[src/rtl/keyword_stabilizer.sv]
// keyword_stabilizer: debounces a raw keyword ID stream, publishes the stable
// level and issues each newly confirmed non-idle keyword as a valid/ready event.
// Optional post-acceptance holdoff: define KWSTAB_HOLDOFF_EN.
module keyword_stabilizer #(
    parameter int unsigned KW_WIDTH       = 4,
    parameter int unsigned IDLE_KW        = 0,
    parameter int unsigned STABLE_CYCLES  = 50000,
    parameter int unsigned CNT_WIDTH      = 16,
    parameter int unsigned HOLDOFF_CYCLES = 100000,
    parameter int unsigned HOLD_WIDTH     = 17
) (
    input  logic                clk,
    input  logic                rst,
    input  logic [KW_WIDTH-1:0] keyword_input,
    output logic [KW_WIDTH-1:0] keyword_output,
    output logic                kw_valid,
    output logic [KW_WIDTH-1:0] kw_id,
    input  logic                kw_ready,
    output logic                evt_dropped
);

    localparam logic [KW_WIDTH-1:0]  IDLE_V   = KW_WIDTH'(IDLE_KW);
    localparam logic [CNT_WIDTH-1:0] CNT_LAST = CNT_WIDTH'(STABLE_CYCLES - 1);
    localparam logic [CNT_WIDTH-1:0] CNT_PRE  = CNT_WIDTH'(STABLE_CYCLES - 2);

    // Parameter sanity checks at elaboration
    if (STABLE_CYCLES < 2) begin : g_bad_stable
        $error("STABLE_CYCLES must be at least 2");
    end
    if ((64'd1 << CNT_WIDTH) <= 64'(STABLE_CYCLES)) begin : g_bad_cnt_width
        $error("CNT_WIDTH too small for STABLE_CYCLES");
    end
    if (HOLDOFF_CYCLES < 1) begin : g_bad_holdoff
        $error("HOLDOFF_CYCLES must be at least 1");
    end
    if ((64'd1 << HOLD_WIDTH) <= 64'(HOLDOFF_CYCLES)) begin : g_bad_hold_width
        $error("HOLD_WIDTH too small for HOLDOFF_CYCLES");
    end

`ifdef KWSTAB_HOLDOFF_EN
    localparam logic [HOLD_WIDTH-1:0] HOLD_LAST = HOLD_WIDTH'(HOLDOFF_CYCLES - 1);
    typedef enum logic [1:0] {EVT_IDLE, EVT_PEND, EVT_HOLD} evt_state_t;
    logic [HOLD_WIDTH-1:0] hold_q;
`else
    typedef enum logic {EVT_IDLE, EVT_PEND} evt_state_t;
`endif

    evt_state_t           state_q;
    logic [KW_WIDTH-1:0]  cand_q, cand_d;
    logic [CNT_WIDTH-1:0] cnt_q, cnt_d;
    logic [KW_WIDTH-1:0]  kw_out_q;
    logic [KW_WIDTH-1:0]  kw_id_q;
    logic                 kw_valid_q;
    logic                 drop_q;
    logic                 confirm;
    logic                 new_level;
    logic                 req;

    // Stability tracker next state: restart on any change, saturate at the confirm point
    always_comb begin
        cand_d  = cand_q;
        cnt_d   = cnt_q;
        confirm = 1'b0;
        if (keyword_input != cand_q) begin
            cand_d = keyword_input;
            cnt_d  = '0;
        end else if (cnt_q != CNT_LAST) begin
            cnt_d   = cnt_q + CNT_WIDTH'(1);
            confirm = (cnt_q == CNT_PRE);
        end
    end

    assign new_level = confirm && (cand_q != kw_out_q);
    assign req       = new_level && (cand_q != IDLE_V);

    // Tracker registers and debounced level
    always_ff @(posedge clk or posedge rst) begin
        if (rst) begin
            cand_q   <= IDLE_V;
            cnt_q    <= '0;
            kw_out_q <= IDLE_V;
        end else begin
            cand_q <= cand_d;
            cnt_q  <= cnt_d;
            if (new_level) begin
                kw_out_q <= cand_q;
            end
        end
    end

    // Event FSM: issue, overwrite (latest wins), accept and optional holdoff
    always_ff @(posedge clk or posedge rst) begin
        if (rst) begin
            state_q    <= EVT_IDLE;
            kw_valid_q <= 1'b0;
            kw_id_q    <= IDLE_V;
            drop_q     <= 1'b0;
`ifdef KWSTAB_HOLDOFF_EN
            hold_q     <= '0;
`endif
        end else begin
            drop_q <= 1'b0;
            case (state_q)
                EVT_IDLE: begin
                    if (req) begin
                        kw_id_q    <= cand_q;
                        kw_valid_q <= 1'b1;
                        state_q    <= EVT_PEND;
                    end
                end
                EVT_PEND: begin
                    if (kw_ready) begin
`ifdef KWSTAB_HOLDOFF_EN
                        kw_valid_q <= 1'b0;
                        hold_q     <= '0;
                        state_q    <= EVT_HOLD;
                        if (req) begin
                            drop_q <= 1'b1;
                        end
`else
                        if (req) begin
                            kw_id_q <= cand_q;
                        end else begin
                            kw_valid_q <= 1'b0;
                            state_q    <= EVT_IDLE;
                        end
`endif
                    end else if (req) begin
                        kw_id_q <= cand_q;
                        drop_q  <= 1'b1;
                    end
                end
`ifdef KWSTAB_HOLDOFF_EN
                EVT_HOLD: begin
                    // The last holdoff edge already counts as free: a request there is issued
                    if (hold_q == HOLD_LAST) begin
                        hold_q <= '0;
                        if (req) begin
                            kw_id_q    <= cand_q;
                            kw_valid_q <= 1'b1;
                            state_q    <= EVT_PEND;
                        end else begin
                            state_q <= EVT_IDLE;
                        end
                    end else begin
                        hold_q <= hold_q + HOLD_WIDTH'(1);
                        if (req) begin
                            drop_q <= 1'b1;
                        end
                    end
                end
`endif
                default: state_q <= EVT_IDLE;
            endcase
        end
    end

    assign keyword_output = kw_out_q;
    assign kw_valid       = kw_valid_q;
    assign kw_id          = kw_id_q;
    assign evt_dropped    = drop_q;

endmodule

[config.mk]
export PLATFORM = sky130hd
export DESIGN_NAME = keyword_stabilizer
export DESIGN_NICKNAME = d
export VERILOG_FILES = /design/src/rtl/keyword_stabilizer.sv
export SDC_FILE = /design/constraint.sdc
export NUM_CORES = 1
export LEC_CHECK = 0
export ABC_AREA = 0
export CORE_AREA = 8 8 61 63
export DETAILED_ROUTE_END_ITERATION = 12
export DIE_AREA = 0 0 69 71
export DONT_BUFFER_PORTS = 1
export PLACE_DENSITY = 0.74
export SETUP_SLACK_MARGIN = 0.02
export SYNTH_ARGS = -nofsm -noshare
export SYNTH_HDL_FRONTEND = slang
export SYNTH_SLANG_ARGS = --single-unit
[constraint.sdc]
create_clock -name clk -period 2.2 [get_ports clk]
set_clock_uncertainty 0.1 [all_clocks]
set_input_delay 0 -clock clk [delete_from_list [all_inputs] [get_ports clk]]
set_output_delay 0 -clock clk [all_outputs]
set_load 0.01 [all_outputs]
## Word level (Yosys, flattened, before mapping)

Index checks and enable logic that the tools add are counted.
Widths: inputs -> output; s select.

| word-level totals | value |
|---|---|
| input port bits | 7 |
| output and inout port bits | 10 |
| register bits | 31 |
| word-level logic and storage cells | 35 |

| cells by class | value |
|---|---|
| multiplexer cells | 14 |
| reductions and logical operators | 5 |
| bitwise operators | 1 |
| eq/ne operators | 7 |
| $add $sub $neg | 1 |

Operators with widths:

| kind | number |
|---|---|
| $mux 16 | 2 |
| $add 16x1->16 const B | 1 |
| $eq 16x16->1 const B | 1 |
| $ne 16x16->1 const B | 1 |
| $mux 1 | 9 |
| $ne 4x4->1 | 2 |
| $ne 2x2->1 const B | 3 |
| $mux 4 | 1 |
| $pmux 1 s2 | 2 |
| $reduce_bool 4->1 | 1 |
| $reduce_and 3->1 | 1 |
| $logic_and 1x1->1 | 2 |
| $reduce_bool 2->1 | 1 |
| $not 1->1 | 1 |

## Logic depth before layout (Yosys ltp)

Gate-level depths: netlist (run 1).

| logic depth | value |
|---|---|
| depth after elaboration | 8 |
| mapped depth | 6 |
| depth with buffers taken out | 6 |

## Worst setup path before layout (run 1)

No wires, ideal clock.

| path | value |
|---|---|
| path kind | register to register |
| start point | reg cnt_q[12] |
| end point | reg kw_out_q[0], in the netlist keyword_output[0] |
| setup time | 125 ps |
| clock period less this slack | 2078 ps |
| buffers on the path | 0 |
| cell stages (with the launch flop) | 5 |
| arrival | 1853 ps |
| setup slack | 122 ps |
| path through | dfrtp_1 or4_4 nor4_2 and2_1 mux2_2 |

| between the ends | value |
|---|---|
| longest elaborated chain between the ends | 4 |

Ends and longest elaborated chain:

| item | line | RTL |
|---|---|---|
| start: declaration | 50 | `logic [CNT_WIDTH-1:0] cnt_q, cnt_d;` |
| start signal: assignment | 84 | `cnt_q <= cnt_d;` |
| $eq 16x16->1 or $ne 16x16->1 (tied branches) | 69, 67 |  |
| $mux 1 * | 67 | `end else if (cnt_q != CNT_LAST) begin` |
| $mux 1 * | 64 | `if (keyword_input != cand_q) begin` |
| $logic_and 1x1->1 * | 73 | `assign new_level = confirm && (cand_q != kw_out_q);` |
| end signal: assignment | 86 | `kw_out_q <= cand_q;` |
| end: declaration | 51 | `logic [KW_WIDTH-1:0] kw_out_q;` |

Mark *: on every way between the ends. The rest lies on a longest branch, timed or not.
A chain may end at the register's enable or synchronous reset.

## Final worst setup path (run 1)

| path | value |
|---|---|
| start point | reg cnt_q[4] |
| end point | reg kw_out_q[3], in the netlist keyword_output[3] |

The elaborated chain is that of the path after synthesis.

==> results of run 1 <==
==> worst max-delay path, delay by kind of cell (launching register included) <==
kind	cells	cell delay [ns]
flops	1	0.43
simple gates	3	1.12
mux	1	0.33
==> logic make-up after synthesis <==
kind of cell,after synthesis,synth area share
flops,31,0.524
simple gates,56,0.210
xor+xnor,19,0.112
compound gates,14,0.0676
mux,4,0.0304
buf+inv,13,0.0380
fa+ha+maj,2,0.0169
==> flip-flops by register name, summed over array words and instances, names as in the netlist <==
register and count:
cnt_q 16, kw_id 4, cand_q 4, evt_dropped 1, state_q 1, keyword_output 4
kw_valid 1
==> power breakdown <==
group	internal [mW]	switching [mW]	total, mW
Clock	0.124	0.181	0.305
Sequential	0.574	0.00856	0.583
Combinational	0.0203	0.0272	0.0475
==> layer usage <==
metal  vias up  track usage  wire length (um)
met5         -            0                 0
met3         9       0.0392               147
li1        514            -                 -
met2        23        0.211              1500
met1       557        0.136              1150
met4         0        0.103                93
==> path summary, 6_finish.rpt <==
kind                                                  to            startpoint  cells after the start
max                        keyword_output[3]$_DFFE_PP0P_  cnt_q[4]$_DFFE_PP0P_                      4
min                        keyword_output[2]$_DFFE_PP0P_                   rst                      3
max reg2reg                keyword_output[3]$_DFFE_PP0P_  cnt_q[4]$_DFFE_PP0P_                      4
min reg2reg                         kw_valid$_DFFE_PP0P_     state_q$_DFF_PP0_                      1
max in group asynchronous          evt_dropped$_DFF_PP0_                   rst                      3
min in group clk                   cand_q[3]$_DFFE_PP0N_      keyword_input[3]                      1
==> Yosys cell counts <==
library cell | number | area, um2
inv_1 | 5 | 18.8
nand2b_1 | 1 | 6.26
a22o_1 | 4 | 35.0
a21oi_1 | 2 | 10.0
a41oi_1 | 1 | 8.76
dfrtp_1 | 31 | 776
mux2_1 | 2 | 22.5
or4_4 | 2 | 22.5
nand4_1 | 6 | 37.5
xor2_1 | 1 | 8.76
or3_1 | 1 | 6.26
and4_1 | 1 | 8.76
a211oi_2 | 1 | 12.5
o21ai_0 | 3 | 15.0
or4b_1 | 1 | 10.0
nand3_1 | 6 | 30.0
xnor2_1 | 18 | 158
clkbuf_1 | 7 | 26.3
nand2_1 | 6 | 22.5
nor3_1 | 5 | 25.0
buf_6 | 1 | 11.3
nor4_1 | 6 | 37.5
and2_1 | 1 | 6.26
nor4_2 | 1 | 12.5
nand4b_1 | 2 | 17.5
nor2_1 | 15 | 56.3
mux2_2 | 2 | 22.5
and3_1 | 2 | 12.5
a31oi_1 | 3 | 18.8
ha_1 | 2 | 25.0
==> cell type report <==
cell class              count  area, um2  area share
repair buffers             12        105      0.0630
inverters                   5       18.8      0.0112
clock inverters             1       5.00     0.00300
multi-input cells          95        678       0.406
well taps                  33       41.3      0.0247
clock buffers               7       45.0      0.0270
flip-flops and latches     31        776       0.465
==> stage by stage <==
| step | setup slack [ns] | power [mW] | hold WS, ns | area (um2) | instances |
|---|---|---|---|---|---|
| after floorplan | 0.122 | 0.622 | -0.00239 | 1480 | 139 |
| after global placement | 0.124 | 0.629 | -0.115 | 1530 | 170 |
| after detailed placement | 0.0753 | 0.631 | -0.105 | 1530 | 170 |
| after CTS | 0.0555 | 0.946 | 0.0787 | 1640 | 184 |
| after global routing | 0.0309 | 0.974 | 0.125 | 1670 | 184 |
| final | 0.116 | 0.935 | 0.0968 | 1670 | 184 |
==> what timing repair did <==
action	in CTS	in global routing
endpoints found under the hold margin	52	0
endpoints found under the setup margin	0	9
resized for setup	0	6
hold buffers	6	0
==> impl_metrics.csv, run 1 <==
group,metric,value,unit
status,status,"complete, no violations",
yosys,ys_ff_latch,31,
detailed_routing,drc_errors,0,
critical_path,crit_type,"flip-flop to flip-flop",
yosys,postSynthAreaPerCell,10.6,um2
detailed_routing,wire_per_inst,15.7,um
global_routing,grt_max_degree,32,
floorplanning,core_area,0.00285,mm2
yosys,synthCells,139,
finish,final_common_cell,"dfrtp_1",
finish,layout_common_cells,"31 x dfrtp_1, 18 x xnor2_1, 15 x nor2_1",
global_routing,grt_pass1_vias,1094,
yosys,mappedNetlistArea,0.00148,mm2
detailed_routing,wirelength,2890,um
place,gp_congestion,0.795,
clock_network,cts_buffers,5,
finish,drive_above_1_share,0.139,
floorplanning,dieArea,0.00490,mm2
critical_path,crit_chain,"or4b_4 > nor4_4 > and2_4 > mux2_2",
detailed_routing,postRouteAntennaNets,0,
clock_network,htreeDepth,2,
global_routing,grt_use_total,0.129,
finish,finish.utilization,0.585,
yosys,syn-num-nets,148,
sta,slew_headroom,0.642,
clock_network,cts_sinks,31,
critical_path,cp_data_required_time,2.33,ns
sta,period_minus_slack,2.08,ns
floorplanning,start_util,0.519,
sta,setup_violations,0,
floorplanning,die_w,69,um
place,portBuffers,0,
clock_network,cts_tree,"yes",
detailed_routing,viasPerCell,5.99,
sta,tightest_slew,0.531,ns
power,peakVddDrop,0.417,mV
floorplanning,die_y,71,um
critical_path,path_max_fanout,5,
finish,fillers,248,
clock_network,clock_latency,0.33,ns
worst_hold_path,hp-class,"input pin to asynchronous set/reset pin",
clock_network,postCtsSetupBuffers,0,
finish,syn_to_final_growth,12.8,%
detailed_routing,dr_total_vias,1103,
critical_path,cp-end-kind,"flip-flop",
sta,clock.fmax,480,MHz
sta,fin_tns_setup,0,ns
power,p_leak,0.668,nW
finish,layout.nets,159,
critical_path,worst_path_max_delay_cell,"or4b_4",
yosys,synth_cell_types,30,
sta,post-route-period-util,0.947,
global_routing,grt_overflow,0,
clock_network,cts.clk_slew.worst_paths,0.09,ns
sta,rsz0062_at_grt,"no",
power,powerDensity,560,mW/mm2
critical_path,worst-r2r-setup-slack,0.12,ns
yosys,ys_seq_area_frac,0.524,
yosys,yosysWarnings,0,
finish,n_antenna_cell,0,
job,maxCapViolations,0,
sta,final-max-slew-violation-count,0,
sta,hold_violations,0,
clock_network,cts-root-buf,"clkbuf_4",
detailed_routing,drtIter0Drc,53,
floorplanning,fp-row-count,20,
place,dp_hpwl,2080,um
critical_path,cp.arrival,2.21,ns
critical_path,startpoint_type,"flip-flop",
floorplanning,io_pins,17,
global_routing,grt_pass1_wl,5110,um
detailed_routing,first_pass_iters,4,
clock_network,cts_buffer_depth,2,
global_routing,antenna_found_initial,0,
critical_path,worst_path_largest_cell_delay,0.60,ns
Note: power is estimated with default switching activity, not from simulation.
==> run 2: changes to the inputs <==
- PLACE_DENSITY: 0.74 -> 0.71
- clock period: 2.2 -> 2.4 ns (I/O delays scaled with it)
==> run 2 against run 1 <==
Against the previous run: sequential power is 8.4% lower; clock-buffer cell count is 1 lower; utilization is 1.1 points lower; register-to-register slack better by 0.09 ns; first-iteration DRC count is 17% higher; non-clock buffer count is 5 lower; critical path type unchanged; largest power group unchanged; highest routed layer unchanged.
==> impl_metrics.csv, run 2 (synthesis results as in run 1) <==
group,metric,value,unit
clock_network,hold_buffers,6,
floorplanning,die_y,71,um
critical_path,cp_data_required_time,2.52,ns
finish,drive_above_1_share,0.103,
power,p_leak,0.656,nW
clock_network,htreeDepth,2,
detailed_routing,viasPerCell,5.74,
critical_path,crit_type,"flip-flop to flip-flop",
power,p_total,0.990,mW
global_routing,grt_overflow,0,
floorplanning,start_util,0.519,
detailed_routing,postRouteAntennaNets,0,
power,powerDensity,604,mW/mm2
finish,fin_cells,179,
place,dpl_cell_area,0.00149,mm2
sta,tightest_slew,0.628,ns
floorplanning,die_w,69,um
floorplanning,dieArea,0.00490,mm2
sta,setup_violations,0,
finish,design_area,0.00164,mm2
detailed_routing,drc_errors,0,
finish,layout_common_cells,"31 x dfrtp_1, 18 x xnor2_1, 15 x nor2_1",
finish,finish.utilization,0.574,
place,dp_hpwl,1900,um
detailed_routing,first_pass_iters,5,
finish,n_antenna_cell,0,
finish,final_common_cell,"dfrtp_1",
finish,top_register,"cnt_q",
sta,hold_violations,0,
finish,largest_reg_flops,16,
critical_path,cp.arrival,2.32,ns
clock_network,cts_buffer_depth,2,
critical_path,worst_path_largest_cell_delay,0.57,ns
critical_path,startpoint_type,"flip-flop",
clock_network,cts_sinks,31,
place,pre_cts_ws,0.219,ns
global_routing,grt_pass1_vias,1042,
job,maxCapViolations,0,
floorplanning,core_area,0.00285,mm2
power,peakVddDrop,0.512,mV
place,placed_cells,165,
global_routing,grt_max_degree,32,
detailed_routing,wire_per_inst,14.9,um
clock_network,postCtsSetupBuffers,0,
detailed_routing,drtIter0Drc,62,
floorplanning,fp-row-count,20,
clock_network,cts_tree,"yes",
sta,final-max-slew-violation-count,0,
sta,period_minus_slack,2.19,ns
finish,layout.nets,154,
sta,setup_slack,0.205,ns
sta,post-route-period-util,0.915,
sta,clock.fmax,456,MHz
clock_network,cts_buffers,5,
global_routing,grt_use_total,0.122,
detailed_routing,dr_total_vias,1028,
sta,fin_tns_setup,0,ns
sta,slew_headroom,0.580,
place,portBuffers,0,
clock_network,cts-root-buf,"clkbuf_4",
clock_network,clock_latency,0.32,ns
global_routing,antenna_found_initial,0,
global_routing,grt_pass1_wl,4860,um
status,status,"complete, no violations",
clock_network,cts.clk_slew.worst_paths,0.09,ns
critical_path,worst_path_max_delay_cell,"or4_4",
finish,syn_to_final_growth,10.7,%
clock_network,cts_resized,0,
critical_path,cp-end-kind,"flip-flop",
sta,hold_slack,0.0266,ns
sta,rsz0062_at_grt,"no",
place,gp_congestion,0.863,
worst_hold_path,hp-class,"input pin to flip-flop",
detailed_routing,wirelength,2670,um
critical_path,crit_chain,"or4_4 > nor4_2 > and2_1 > mux2_2",
critical_path,path_max_fanout,5,
floorplanning,io_pins,17,
[run 2: cell types whose count changed in the layout (fill, tap and decap cells not counted), sizes merged]
| cell | change |
|---|---|
| buf | -5 |
| bufinv | +1 |
| clkbuf | -1 |
[run 2: where the power goes]
part | leakage, nW | switching, mW | internal [mW]
Clock | 0.0482 | 0.170 | 0.246
Combinational | 0.184 | 0.0227 | 0.0176
Sequential | 0.424 | 0.00765 | 0.526
[run 2: path summary, 6_finish.rpt]
kind | startpoint | end | slack, ns | cells after the start
setup reg to reg | cnt_q[12]$_DFFE_PP0P_ | keyword_output[0]$_DFFE_PP0P_ | 0.21 | 4
min in group asynchronous | rst | keyword_output[0]$_DFFE_PP0P_ | 0.09 | 3
max in group asynchronous | rst | cnt_q[10]$_DFFE_PP0P_ | 1.84 | 3
hold reg to reg | state_q$_DFF_PP0_ | kw_valid$_DFFE_PP0P_ | 0.39 | 1
setup / recovery | cnt_q[12]$_DFFE_PP0P_ | keyword_output[0]$_DFFE_PP0P_ | 0.21 | 4
hold / removal | keyword_input[0] | cnt_q[2]$_DFFE_PP0P_ | 0.03 | 4
[run 2: cell type report]
type / count / area, um2
Clock buffer: 6 / 51.3
Clock inverter: 2 / 35.0
Fill cell: 246 / 1210
Inverter: 5 / 18.8
Multi-Input combinational cell: 95 / 648
Sequential cell: 31 / 776
Tap cell: 33 / 41.3
Timing Repair Buffer: 7 / 67.6
[run 2: metal layers]
layer | up-vias | share of wire | GRT usage
met1 | 494 | 0.43 | 0.138
met4 | 0 | 0.029 | 0.0774
met2 | 24 | 0.48 | 0.182
met3 | 9 | 0.064 | 0.0573
met5 | - | 0 | 0
li1 | 501 | - | -
[run 2: worst max-delay path, delay by kind of cell, from the launching register on]
family / cells / cell delay (ns)
flops: 1 / 0.44
simple gates: 3 / 1.20
mux: 1 / 0.35
